<file path="config.mk">
export PLATFORM = sky130hd
export DESIGN_NAME = lfsr_prng_gen
export DESIGN_NICKNAME = d
export VERILOG_FILES = /design/src/rtl/lfsr_prng_gen.sv
export SDC_FILE = /design/constraint.sdc
export NUM_CORES = 1
export LEC_CHECK = 0
export CAP_MARGIN = 20
export CORE_ASPECT_RATIO = 0.9
export CORE_UTILIZATION = 45
export CTS_CLUSTER_DIAMETER = 40
export CTS_CLUSTER_SIZE = 25
export DETAILED_ROUTE_END_ITERATION = 10
export GPL_TIMING_DRIVEN = 0
export PLACE_DENSITY_LB_ADDON = 0.05
export SKIP_LAST_GASP = 1
export SYNTH_ARGS = -nofsm -noshare
export SYNTH_HDL_FRONTEND = slang
export SYNTH_SLANG_ARGS = --single-unit
</file>
<file path="constraint.sdc">
create_clock -name clk -period 6.82 [get_ports clk]
set_clock_uncertainty 0.1 [all_clocks]
set_input_delay 0.682 -clock clk [delete_from_list [all_inputs] [get_ports clk]]
set_output_delay 0.682 -clock clk [all_outputs]
set_load 0.02 [all_outputs]
</file>
<file path="src/rtl/lfsr_prng_gen.sv">
// Pseudo-random word generator: an XNOR Fibonacci data LFSR advanced by a tick divider or step strobe,
// with a free-running control LFSR choosing one bit of each data bit-pair for a valid/ready output.
module lfsr_prng_gen #(
    parameter int                  DATA_W    = 16,
    parameter logic [DATA_W-1:0]   DATA_TAPS = 16'hD008,
    parameter logic [DATA_W/2-1:0] CTRL_TAPS = 8'hB8,
    parameter int                  DIV_W     = 24
) (
    input  logic                  clk,
    input  logic                  rst_n,
    input  logic                  ena,
    input  logic [DIV_W-1:0]      div_val,
    input  logic [1:0]            mode,
    input  logic                  step,
    input  logic                  seed_valid,
    input  logic [DATA_W-1:0]     seed,
    output logic [DATA_W/2-1:0]   out_data,
    output logic                  out_valid,
    input  logic                  out_ready,
    output logic                  overrun,
    output logic                  lockup
);
    localparam int OUT_W = DATA_W / 2;

    function automatic logic [DATA_W-1:0] data_step(input logic [DATA_W-1:0] d);
        return {d[DATA_W-2:0], ~^(d & DATA_TAPS)};
    endfunction

    function automatic logic [OUT_W-1:0] ctrl_step(input logic [OUT_W-1:0] c);
        return {c[OUT_W-2:0], ~^(c & CTRL_TAPS)};
    endfunction

    // Each control bit chooses the odd (1) or even (0) bit of its data bit-pair.
    function automatic logic [OUT_W-1:0] pick_bits(input logic [OUT_W-1:0] c,
                                                   input logic [DATA_W-1:0] d);
        logic [OUT_W-1:0] w;
        w = '0;
        for (int j = 0; j < OUT_W; j++) begin
            w[j] = c[j] ? d[2*j+1] : d[2*j];
        end
        return w;
    endfunction

    logic [DATA_W-1:0] data_q;
    logic [OUT_W-1:0]  ctrl_q;
    logic [DIV_W-1:0]  cnt_q;
    logic              tick;
    logic              adv;
    logic              lock_hit;
    logic [DATA_W-1:0] data_nx;

    assign tick     = (mode == 2'b00) && (cnt_q == div_val);
    assign adv      = ((mode == 2'b00) && tick) || ((mode == 2'b01) && step);
    // The XNOR form sticks at all-ones, so that state is forced out to zero.
    assign lock_hit = &data_q;
    assign data_nx  = lock_hit ? '0 : data_step(data_q);

    always_ff @(posedge clk or negedge rst_n) begin
        if (!rst_n) begin
            data_q    <= '0;
            ctrl_q    <= '0;
            cnt_q     <= '0;
            out_data  <= '0;
            out_valid <= 1'b0;
            overrun   <= 1'b0;
            lockup    <= 1'b0;
        end else if (!ena) begin
            data_q    <= '0;
            ctrl_q    <= '0;
            cnt_q     <= '0;
            out_data  <= '0;
            out_valid <= 1'b0;
            overrun   <= 1'b0;
            lockup    <= 1'b0;
        end else begin
            ctrl_q <= ctrl_step(ctrl_q);
            lockup <= 1'b0;
            if (seed_valid) begin
                // Seeding wins over a same-cycle advance; out_data keeps its old value.
                data_q    <= seed;
                cnt_q     <= '0;
                out_valid <= 1'b0;
                overrun   <= 1'b0;
            end else begin
                if ((mode != 2'b00) || tick) begin
                    cnt_q <= '0;
                end else begin
                    cnt_q <= cnt_q + {{(DIV_W-1){1'b0}}, 1'b1};
                end
                if (adv) begin
                    data_q    <= data_nx;
                    out_data  <= pick_bits(ctrl_q, data_nx);
                    out_valid <= 1'b1;
                    lockup    <= lock_hit;
                    if (out_valid && !out_ready) begin
                        overrun <= 1'b1;
                    end
                end else if (out_valid && out_ready) begin
                    out_valid <= 1'b0;
                end
            end
        end
    end
endmodule

</file>
==> impl_results.md, run 1 <==
* Maximum clock rate at 0.343 GHz
* Num rows at 28
* Root Buffer: clkbuf_8
* CP endpoint kind: flip-flop
* Unrepaired setup endpoints after global routing: false
* Dominant cells by area after synthesis: dfrtp_1 46%, xor2_1 7.4%, xnor2_1 6.6%, nor2_1 4.1%, a22oi_1 3.5%
* Post-cts resize count at 0
* GPL Wtd Cong at 0.834
* Total power draw at 794 uW
* DR WL/cell at 15.3 um
* Cell area after layout at 0.00412 mm2
* Asr flop ratio synth at 1.00
* Pin count of the biggest net entering global routing at 31
* Final antenna-violating net count at 0
* Vias in the first global route at 2411
* Hold Crit Class: in2async
* Hold buffers post-CTS at 0
* Crit path DAT at 3020 ps
* Worst-Margin Slew at between 700 and 800 ps
* Setup slack, reg-to-reg at ~4200 ps
* 1st-pass router iterations at 4
* Critical path's largest stage delay at approximately 580 ps
* Pwr dens at 193 mW/mm2
* Critical path's slowest cell: or4_4
* Worst path required time at 6920 ps
* Most numerous cell in the Yosys netlist: dfrtp_1
* Register bit count reported by yosys at 59
* Max clock buf depth at 2
* Cell family with most CP delay: simple AND/OR/NAND/NOR gates
* Final Cycle Share at 0.427
* Max-Cap Viols at 0
* Final Max Slew Viols at 0
* Core Util, Final at 0.612
* RR Endpoint: data_q[14]
* Final Hold Viols at 0
* Port bufs at 57
* Share of post-route cells with drive strength above 1 at 0.0895
* Slew Limit Headroom at 0.531
* H-tree Lvls at 3
* Vias at 2503
* Clk_lat worst skew at about 330 ps
* Synth Cell Area at about 0.0032 mm2
* Number of clock sinks at between 50 and 60
* Dpl cell area at approximately 0.0039 mm2
* First-pass GRT wire length at 12.0 mm
* Initial Utilization at 0.476
* Crit-path max FO at 10
* R2r worst-path depth at 7
* Post-Synthesis Cells at 306
* Critical path class: in2reg
* Die area at ~0.0075 mm2
* Total placed cells including tap cells at 454
* Clock Pin Slew Worst Setup and Hold Paths at 70 ps
* Pleak at approximately 0.0017 uW
* Die span in x at 91.0 um
* Final Setup Violations at 0
* Post-synth top area share at 0.461
* Critical Path Stages at 7
* Top cells by count, synth: 59 x dfrtp_1, 35 x nor2_1, 27 x xor2_1, 24 x xnor2_1, 16 x nor2b_1
* Min cycle time layout at just under 3000 ps
* Worst Path Buf+Inv at 2
* Die extent in y at 82.1 um
* Syn. warnings at 0
* CTS Buf Count at 9
* Max VDD drop at 0.130 mV
* Critical Path Source Type: input port
* Outcome: complete, no violations
* Antenna diode instance count at 0
* Layout Nets at between 400 and 500
* Core area at ~0.0067 mm2
* Synthesized area per cell at 10.5 um2
* Initial antenna violation count at 0
* IO Count at 59
* Post-CTS Setup Bufs at 0
* Top_reg_cell synth: dfrtp_1
* Synth area leader: dfrtp_1
* Post-synth EDFFs at 0
* Final non-filler cell total at 470
* Fin Setup TNS at 0 ps
* Gr ovfl total at 0
* Avg Vias per Cell at 5.33
* DP Wirelength at 5.41 mm
* Post-Syn Nets at 356
* Distinct cells, synth at 40
* Total GRT Usage at 0.209
* Iter 0 DRT Violations at 145
* TritonCTS clock tree: done
* Reg2reg start: cnt_q[15]
* CP Cell Sequence: clkdlybuf4s50_1 > xnor2_1 > nand4_1 > or4_4 > o211ai_4 > buf_6 > mux2_1
* Post-synthesis sequential area ratio at 0.461
* DRC at 0
* Post-Route WL at 7.20 mm
* Synth-to-Final Area Change at 28.4%
-- final cells by class --
class                   count  area (um2)
inverters                   4        15.0
plain buffers              14        65.1
clock inverters             4        47.5
well taps                  90         113
repair buffers             58         586
fillers                   593        2610
flip-flops and latches     59        1480
clock buffers              12         165
multi-input cells         229        1650
-- report_power, final --
part / switching (uW) / leakage [uW] / internal (uW) / total, uW
clock network: 135 / 0.000108 / 197 / 332
logic: 40.6 / 0.000755 / 50.8 / 91.4
registers: 11.4 / 0.000809 / 360 / 371
-- cell usage in the layout (no fill, tap or decap), types with 9 or more instances in the layout --
master,n
nand3_1,10
xor2_1,27
nand2_1,9
xnor2_1,24
clkbuf_8,12
mux2_1,9
clkdlybuf4s50_1,56
nand4_1,13
nor2_1,35
a22oi_1,15
dfrtp_1,59
nor2b_1,16
-- metrics by stage --
stage	hold slack [ps]	setup WS [ps]
floorplan	286	4340
global placement	377	2990
detailed placement	383	3590
CTS	308	3940
global route	328	3730
finish	292	3910
-- worst max-delay path by stage --
stage	start	to	slack, ps
3_5_place_dp	div_val[0]	data_q[11]	3590
4_1_cts	div_val[0]	data_q[11]	3940
3_3_place_gp	rst_n	data_q[10]	2990
6_report	div_val[13]	data_q[14]	3910
2_1_floorplan	div_val[1]	data_q[6]	4340
5_1_grt	div_val[0]	cnt_q[7]	3730
-- state kept, by name, indices dropped and copies added (netlist names) --
| signal | cells |
|---|---|
| cnt_q | 24 |
| data_q | 16 |
| ctrl_q | 8 |
| out_data | 8 |
| lockup | 1 |
| out_valid | 1 |
| overrun | 1 |
-- per-layer routing --
layer  share of wire  wire length, um  vias up  GRT usage
met2            0.41             2950       84      0.292
li1                -                -     1225          -
met1            0.51             3680     1188      0.311
met3           0.070              505        6     0.0741
met4          0.0086               62        0     0.0397
met5               0                0        -          0
-- logic make-up (layout without fill, tap and decap cells) --
group	count (synthesis)	count (layout)	synth area share
and+or+nand+nor	118	118	0.198
DFF	59	59	0.461
xor gates and xnor gates	51	51	0.139
AOI/OAI and AO/OA	35	35	0.0906
muxes	23	23	0.0781
buffers and inverters	18	92	0.0250
adders and majority gates	2	2	0.00781
-- worst register-to-register path: cells and delay by family (launching register included) --
family                 cells  cell delay (ps)
AND/OR/NAND/NOR            2              730
flip-flops                 1              350
XOR/XNOR                   1              170
multiplexers               1              330
buffers and inverters      2              380
AO/OA/AOI/OAI              1              410
(Power assumes the default switching activity.)
==> run 2: changes to the inputs <==
clock period = 2.8 ns   (was 6.82 ns; I/O delays follow)
==> impl_results.md, run 2 (synthesis results as in run 1) <==
* Outcome: complete, no violations
* Internal power at 1480 uW
* Pre-CTS WS at -27.6 ps
* IO Count at slightly below 60
* Port bufs at 57
* Maximum clock rate at 0.386 GHz
* Final Max Slew Viols at 0
* Vias at roughly 2500
* Worst setup endpoint: data_q[14]
* DR WL met3 at 429 um
* Critical Path Source Type: flip-flop
* Sequential Power Share at 0.467
* Max FFs per register at 24
* GPL Wtd Cong at 0.834
* Min cycle time layout at 2590 ps
* Met2 wire length at 2.95 mm
* Final antenna-violating net count at 0
* M1 WL at 3.83 mm
* Clock network power share at 0.417
* Post-Route WL at 7.27 mm
* Crit path DAT at 2690 ps
* Combinational share of power at 0.116
* Hold Crit Class: reg2reg
* DP Wirelength at about 5.4 mm
* Total GRT Usage at 0.209
* 1st-pass router iterations at 4
* Worst path required time at 2900 ps
* Share of post-route cells with drive strength above 1 at 0.0916
* Core area at slightly below 0.007 mm2
* Die area at 0.00746 mm2
* Net Switching at 454 uW
* Initial Utilization at 0.476
* CP endpoint kind: flip-flop
* DR WL/cell at ~15 um
* Max VDD drop at 0.318 mV
* Final Setup Violations at 0
* Top layer in use: met4
* Vias in the first global route at 2405
* DRC at 0
* Root Buffer: clkbuf_8
* H-tree Lvls at 3
* Sw frac at 0.235
* RR Endpoint: data_q[14]
* Synth-to-Final Area Change at 29.0%
* Worst hold margin at 390 ps
* Worst-Margin Slew at 712 ps
* Number of clock sinks at slightly below 60
* Dpl cell area at 0.00390 mm2
* Register name with the most flops: cnt_q
* Critical Path Start: cnt_q[13]
* Most frequent cells in the layout: 59 x dfrtp_1, 56 x clkdlybuf4s50_1, 35 x nor2_1
* Unrepaired setup endpoints after global routing: false
* Gr ovfl total at 0
* Reg2reg start: cnt_q[13]
* Pin count of the biggest net entering global routing at 31
* Critical path class: reg2reg
* Setup slack, reg-to-reg at 210 ps
* Slew Limit Headroom at 0.526
* Avg Vias per Cell at 5.39
* Layout Nets at 427
* Antenna diode instance count at 0
* Die extent in y at about 82 um
* Largest regs: cnt_q: 24 flops, data_q: 16 flops
* Pleak at 0.00168 uW
* Max clock buf depth at 2
* Worst Slack Setup Final at 211 ps
* TritonCTS clock tree: done
* Num rows at 28
* Pwr dens at 468 mW/mm2
* Clock Pin Slew Worst Setup and Hold Paths at 70 ps
* R2r worst-path depth at 6
* Die span in x at 91.0 um
* Core Util, Final at 0.614
* Crit-path max FO at 10
* Cell area after layout at 0.00413 mm2
* Clk_lat worst skew at 330 ps
* Fillers at ~590
* Final Hold Viols at 0
* Post-cts resize count at 0
* Most common cell after layout, fill and taps aside: dfrtp_1
* Final Cycle Share at 0.925
* Initial antenna violation count at 0
* First-pass GRT wire length at 12.0 mm
* Max-Cap Viols at 0
* Fin Setup TNS at 0 ps
* CTS Buf Count at 9
* Iter 0 DRT Violations at 137
==> run 2: worst min-delay path by stage <==
| stage | to | start | slack, ps | depth (start not counted) |
|---|---|---|---|---|
| final | out_data[6] | out_data[6] | 390 | 1 |
| after detailed placement | cnt_q[10] | rst_n | 270 | 1 |
| after floorplan | cnt_q[0] | rst_n | -120 | 0 |
| after global placement | out_data[0] | out_data[0] | 380 | 1 |
| after CTS | out_data[6] | out_data[6] | 400 | 1 |
| after global routing | data_q[15] | data_q[15] | 420 | 1 |
==> run 2: layout make-up <==
class | count | area (um2) | area share
inverters | 4 | 15.0 | 0.00363
clock buffers | 12 | 165 | 0.0400
multi-input cells | 229 | 1650 | 0.399
plain buffers | 14 | 65.1 | 0.0157
well taps | 90 | 113 | 0.0272
repair buffers | 60 | 603 | 0.146
flip-flops and latches | 59 | 1480 | 0.357
clock inverters | 4 | 47.5 | 0.0115
==> run 2: worst max-delay path, stage by stage (launching register included) <==
cell      delay [ps]
dfrtp_1          440
xnor2_1          240
nand4_1          250
or4_4            580
o211ai_4         320
buf_6            210
mux2_1           330
==> run 2: per-stage QoR <==
| step | std cells | total power (uW) |
|---|---|---|
| after floorplan | 306 | 1010 |
| after global placement | 453 | 1140 |
| after detailed placement | 454 | 1140 |
| after CTS | 471 | 1960 |
| after global routing | 472 | 2020 |
| final | 472 | 1940 |
==> run 2: layer usage <==
| layer | global-route usage | vias up |
|---|---|---|
| met5 | 0 | - |
| met1 | 0.311 | 1229 |
| met4 | 0.0397 | 0 |
| met2 | 0.291 | 78 |
| met3 | 0.0741 | 6 |
| li1 | - | 1229 |
==> run 2: repair_timing <==
| action | 4_1_cts | 5_1_grt |
|---|---|---|
| endpoints found under the hold margin | 29 | 0 |
| hold buffers | 1 | 0 |
| setup buffers | 0 | 1 |
| setup endpoints to repair | 0 | 27 |
==> run 2: power groups by stage <==
stage	Clock (uW)	Sequential [uW]	Combinational, uW
3_3_place_gp	0	919	220
5_1_grt	863	906	247
3_5_place_dp	0	919	224
6_report	808	904	224
4_1_cts	831	903	226
2_1_floorplan	0	911	103
==> run 3: changes to the inputs <==
ABC_CLOCK_PERIOD_IN_PS = 2800   (was not set)
CAP_MARGIN = 10   (was 20)
SKIP_LAST_GASP = not set   (was 1)
==> results of run 3 <==
No change in the layout: final DEF, timing and power equal those of run 2.
